<file path="src/rtl/score_packer_10.sv">
// Serial-to-parallel packer: collects ten signed scores per frame into one flat
// vector for the argmax stage, with in_last framing checks.
module score_packer_10 #(
   parameter int unsigned BIT_WIDTH   = 8,
   parameter int unsigned INDEX_WIDTH = 4
) (
   input  logic                      clk,
   input  logic                      reset,
   input  logic                      in_valid,
   output logic                      in_ready,
   input  logic [BIT_WIDTH-1:0]      in_data,
   input  logic                      in_last,
   output logic                      out_valid,
   input  logic                      out_ready,
   output logic [BIT_WIDTH*10-1:0]   out_vec,
   output logic                      frame_err,
   output logic [INDEX_WIDTH-1:0]    count
);

   localparam int unsigned LANES = 10;
   localparam logic [INDEX_WIDTH-1:0] LAST_LANE = INDEX_WIDTH'(LANES - 1);

   typedef enum logic {
      COLLECT = 1'b0,
      HOLD    = 1'b1
   } state_t;

   state_t                 state, state_d;
   logic [INDEX_WIDTH-1:0] count_d;
   logic                   valid_d;
   logic                   err_d;
   logic                   wr_en;
   logic                   accept;

   // A held frame releases the input side only when downstream takes it, so
   // the next frame's first beat can ride the same edge as the handoff.
   assign in_ready = (state == COLLECT) || out_ready;
   assign accept   = in_valid && in_ready;

   always_ff @(posedge clk) begin
      if (reset) begin
         state     <= COLLECT;
         count     <= '0;
         out_valid <= 1'b0;
         frame_err <= 1'b0;
      end else begin
         state     <= state_d;
         count     <= count_d;
         out_valid <= valid_d;
         frame_err <= err_d;
      end
   end

   always_comb begin
      state_d = state;
      count_d = count;
      err_d   = 1'b0;
      wr_en   = 1'b0;

      if (state == HOLD && out_ready) begin
         state_d = COLLECT;
      end

      if (accept) begin
         wr_en = 1'b1;
         if (count == LAST_LANE) begin
            // Tenth beat always emits; a missing in_last flags the frame as long.
            state_d = HOLD;
            count_d = '0;
            err_d   = !in_last;
         end else if (in_last) begin
            state_d = COLLECT;
            count_d = '0;
            err_d   = 1'b1;
         end else begin
            count_d = count + INDEX_WIDTH'(1);
         end
      end

      valid_d = (state_d == HOLD);
   end

   // Lane storage doubles as the output register; unwritten lanes keep old data.
   always_ff @(posedge clk) begin
      if (reset) begin
         out_vec <= '0;
      end else if (wr_en) begin
         for (int unsigned i = 0; i < LANES; i++) begin
            if (count == INDEX_WIDTH'(i)) begin
               out_vec[i*BIT_WIDTH +: BIT_WIDTH] <= in_data;
            end
         end
      end
   end

endmodule

</file>
<file path="config.mk">
export PLATFORM = sky130hd
export DESIGN_NAME = score_packer_10
export DESIGN_NICKNAME = d
export VERILOG_FILES = /design/src/rtl/score_packer_10.sv
export SDC_FILE = /design/constraint.sdc
export NUM_CORES = 1
export LEC_CHECK = 0
export CAP_MARGIN = 20
export CORE_ASPECT_RATIO = 0.5
export CORE_MARGIN = 2
export CORE_UTILIZATION = 32
export DETAILED_ROUTE_END_ITERATION = 10
export RECOVER_POWER = 50
export SKIP_LAST_GASP = 1
export SLEW_MARGIN = 20
export SYNTH_ARGS = -nofsm -noshare
export SYNTH_HDL_FRONTEND = slang
export SYNTH_SLANG_ARGS = --single-unit
</file>
<file path="constraint.sdc">
create_clock -name clk -period 1.7 [get_ports clk]
set_input_delay 0.425 -clock clk [delete_from_list [all_inputs] [get_ports clk]]
set_output_delay 0.425 -clock clk [all_outputs]
set_load 0.01 [all_outputs]
</file>
==> run_results.csv <==
group,metric,value,unit
grt,global_route.overflow_total,0,
critical_path,crit_type,"reg2out",
place,port_buffers,99,
grt,grtUsageTotal,0.1561,
power,intPower,3.235,mW
cells_and_area,nets,452,
cells_and_area,drive_gt1_frac,0.1276,
critical_path,critPathSlowestCell,"sky130_fd_sc_hd__clkdlybuf4s50_1",
floorplan,die_area,11670,um^2
synthesis,syn_area_per_cell,10.94,um^2
clock_network,cts-root-buf,"sky130_fd_sc_hd__clkbuf_16",
critical_path,cp-end-kind,"output port",
cells_and_area,sequential_cell_area,1723,um^2
drt,via_count,2541,
grt,grt_antenna_before_repair,0,
critical_path,worst_case_register_to_register_setup_slack,0.14,ns
power,finalPower,4.190,mW
min_path,worstHoldEndpoint,"out_vec[62]",
power,switching_share_of_power,0.2279,
critical_path,reg2regPathDepth,7,
drt,detailedRoute.firstIterationViolations,148,
cells_and_area,most_frequent_cells_in_the_layout,"sky130_fd_sc_hd__nor2_1, sky130_fd_sc_hd__dfxtp_1, sky130_fd_sc_hd__mux2i_1",
run_status,result_of_the_run,"finished clean",
sta,final_hold_viol_count,0,
synthesis,syn-instance-count,315,
critical_path,timing.critical_path.fanout_max,2,
critical_path,endpoint_of_the_most_critical_register_to_register_path,"out_vec[8]",
min_path,hold_path_depth,2,
clock_network,number_of_gates_resized_after_cts,10,
clock_network,clk_pin_slew_worst_paths,0.06,ns
synthesis,async_reset_ff_frac,0,
synthesis,synth_seq_cells,86,
drt,routed_wire_length,8744,um
sta,max_freq,0.6015,GHz
floorplan,initial_utilization,0.3332,
critical_path,r2r-start,"state",
drt,antenna_violating_nets_post_route,0,
power,power.net_switching,0.9550,mW
grt,maximum_number_of_pins_on_one_net_before_global_route_repair,27,
sta,final.period_utilization,0.9780,
clock_network,clock_latency,0.34,ns
synthesis,synth-warning-count,0,
synthesis,synth_area,3447,um^2
floorplan,die_x,150.8,um
min_path,hold_path.class,"reg2reg",
drt,vias_per_cell,4.389,
drt,dr.pass1.iters,4,
power,power.combinational.fraction,0.066,
cells_and_area,fillCellCount,1003,
sta,worstMarginPinSlew,0.5351,ns
drt,drcViolationCount,0,
grt,grt_pass1_wl,13560,um
cells_and_area,multi_input_area,1433,um^2
sta,final-max-slew-violation-count,0,
drt,wire_per_inst,15.10,um
sta,skew,0.008628,ns
clock_network,cts_made_buffers,9,
power,pwr-share-clk,0.445,
synthesis,synth_nets,332,
floorplan,io_pins,100,
synthesis,synth.yosys.seq_area_share,0.4995,
synthesis,cell_taking_the_most_area_after_synthesis,"sky130_fd_sc_hd__dfxtp_1",
clock_network,tritoncts,"done",
critical_path,timing.critical_path.buf_inv,1,
power,peakVddDrop,409.9,uV
power,leakage,1.927,nW
clock_network,clock_sinks,86,
sta,setup_viol_count_final,0,
clock_network,ctsLongestPathBuffers,2,
synthesis,yosys.area.top_type_share,0.4995,
grt,first_global_vias,2397,
sta,grt_setup_unrepaired,"no",
synthesis,count_of_cell_types_in_the_netlist,27,
sta,maxSlewHeadroom,0.6422,
place,gp_congestion,0.7513,
power,sequentialPowerShare,0.489,
floorplan,die_y,77.39,um
synthesis,netlist_top_cells_area,"sky130_fd_sc_hd__dfxtp_1, sky130_fd_sc_hd__mux2i_1, sky130_fd_sc_hd__nor2_1, sky130_fd_sc_hd__clkbuf_8, sky130_fd_sc_hd__nor3_4",
sta,post-route-min-period,1.663,ns
sta,setup_slack,0.03740,ns
floorplan,std_cell_rows,26,
critical_path,critical_path_required,1.27,ns
clock_network,postCtsSetupBuffers,0,
synthesis,synth_enable_flop_cells,0,
place,pre_cts_ws,-0.4391,ns
place,dp_hpwl,6037,um
cells_and_area,area_delta_synth_final,42.21,%
synthesis,dominantRegCellSynth,"sky130_fd_sc_hd__dfxtp_1",
min_path,timing.hold.worst.start,"out_vec[62]",
clock_network,cts-hold-fix-buffers,0,
sta,hold_ws,0.4899,ns
critical_path,worstPathArrival,1.24,ns
critical_path,path_cells,"clkdlybuf4s50_1",
flow_run,max-cap-violations,0,
critical_path,cp_top_family,"buffers and inverters",
clock_network,cts_max_level,3,
critical_path,critical-path-max-stage-delay,0.55,ns
power,power.density_cell_area,854.7,nW/um^2
floorplan,core,10340,um^2
cells_and_area,antenna_cells_inserted,0,
critical_path,critical_path_start_type,"register",
## worst max-delay path by stage
stage                      from           to  slack [ns]  cells after the start
floorplan              count[0]  out_vec[64]        0.13                      6
global route        out_vec[72]  out_vec[72]      0.0002                      1
global placement      out_ready     in_ready       -0.41                      4
detailed placement    out_ready     in_ready       -0.44                      4
finish                    state    out_valid        0.04                      1
CTS                  out_vec[8]   out_vec[8]        0.01                      1
## sequential cells by signal, summed over array words and instances (netlist names)
register,count
out_vec,80
count,4
frame_err,1
state,1
## area by class of cell
cell class | instances | area share
timing repair buffer | 131 | 0.2596
inverter | 3 | 0.003318
clock inverter | 4 | 0.006126
multi-input combinational | 204 | 0.2922
clock buffer | 11 | 0.05156
tap | 140 | 0.03573
sequential | 86 | 0.3515
## power groups by stage
stage | registers, mW | logic (mW) | clock network [mW]
final | 2.05 | 0.276 | 1.86
after global routing | 2.05 | 0.299 | 1.99
after CTS | 2.05 | 0.290 | 1.91
after detailed placement | 2.10 | 0.290 | 0
after global placement | 2.10 | 0.289 | 0
after floorplan | 2.10 | 0.151 | 0
## synthesized netlist by cell type, types with 3 or more instances
library cell and instances:
sky130_fd_sc_hd__a21oi_1 3, sky130_fd_sc_hd__clkbuf_1 4, sky130_fd_sc_hd__clkbuf_8 14, sky130_fd_sc_hd__dfxtp_1 86, sky130_fd_sc_hd__ha_1 4, sky130_fd_sc_hd__mux2i_1 80
sky130_fd_sc_hd__nand2_1 7, sky130_fd_sc_hd__nand4_2 4, sky130_fd_sc_hd__nor2_1 85, sky130_fd_sc_hd__nor3_4 5
## stage by stage
| stage | TNS, ns | instance area (um^2) | utilization | instances |
|---|---|---|---|---|
| final | 0 | 4902 | 0.4739 | 579 |
| after global routing | 0 | 4902 | 0.4739 | 579 |
| after CTS | 0 | 5034 | 0.4866 | 579 |
| after detailed placement | -28.62 | 4748 | 0.4590 | 564 |
| after global placement | -25.24 | 4748 | 0.4590 | 564 |
| after floorplan | 0 | 3447 | - | 315 |
## layer usage
| layer | GRT usage | share of wire |
|---|---|---|
| met5 | 0 | 0 |
| met1 | 0.2062 | 0.47 |
| met4 | 0.04486 | 0.0073 |
| met2 | 0.2427 | 0.47 |
| met3 | 0.05353 | 0.048 |
## worst reg2reg max path: cells and delay by family, from the launching register on
family,cells,cell delay (ns)
flip-flops,1,0.35
multiplexers,1,0.24
AND/OR/NAND/NOR,3,0.37
buffers and inverters,3,0.47
## logic make-up (layout without fill, tap and decap cells)
logic type / count (synthesis) / count (layout) / synth area share
AO/OA/AOI/OAI: 5 / 5 / 0.007621
XOR/XNOR: 1 / 1 / 0.002541
adder cells (fa/ha/maj): 4 / 4 / 0.01452
buffers and inverters: 25 / 149 / 0.07876
flip-flops: 86 / 86 / 0.4995
multiplexers: 80 / 80 / 0.2323
AND/OR/NAND/NOR: 114 / 114 / 0.1648
Power figures use the tool's default switching activity.
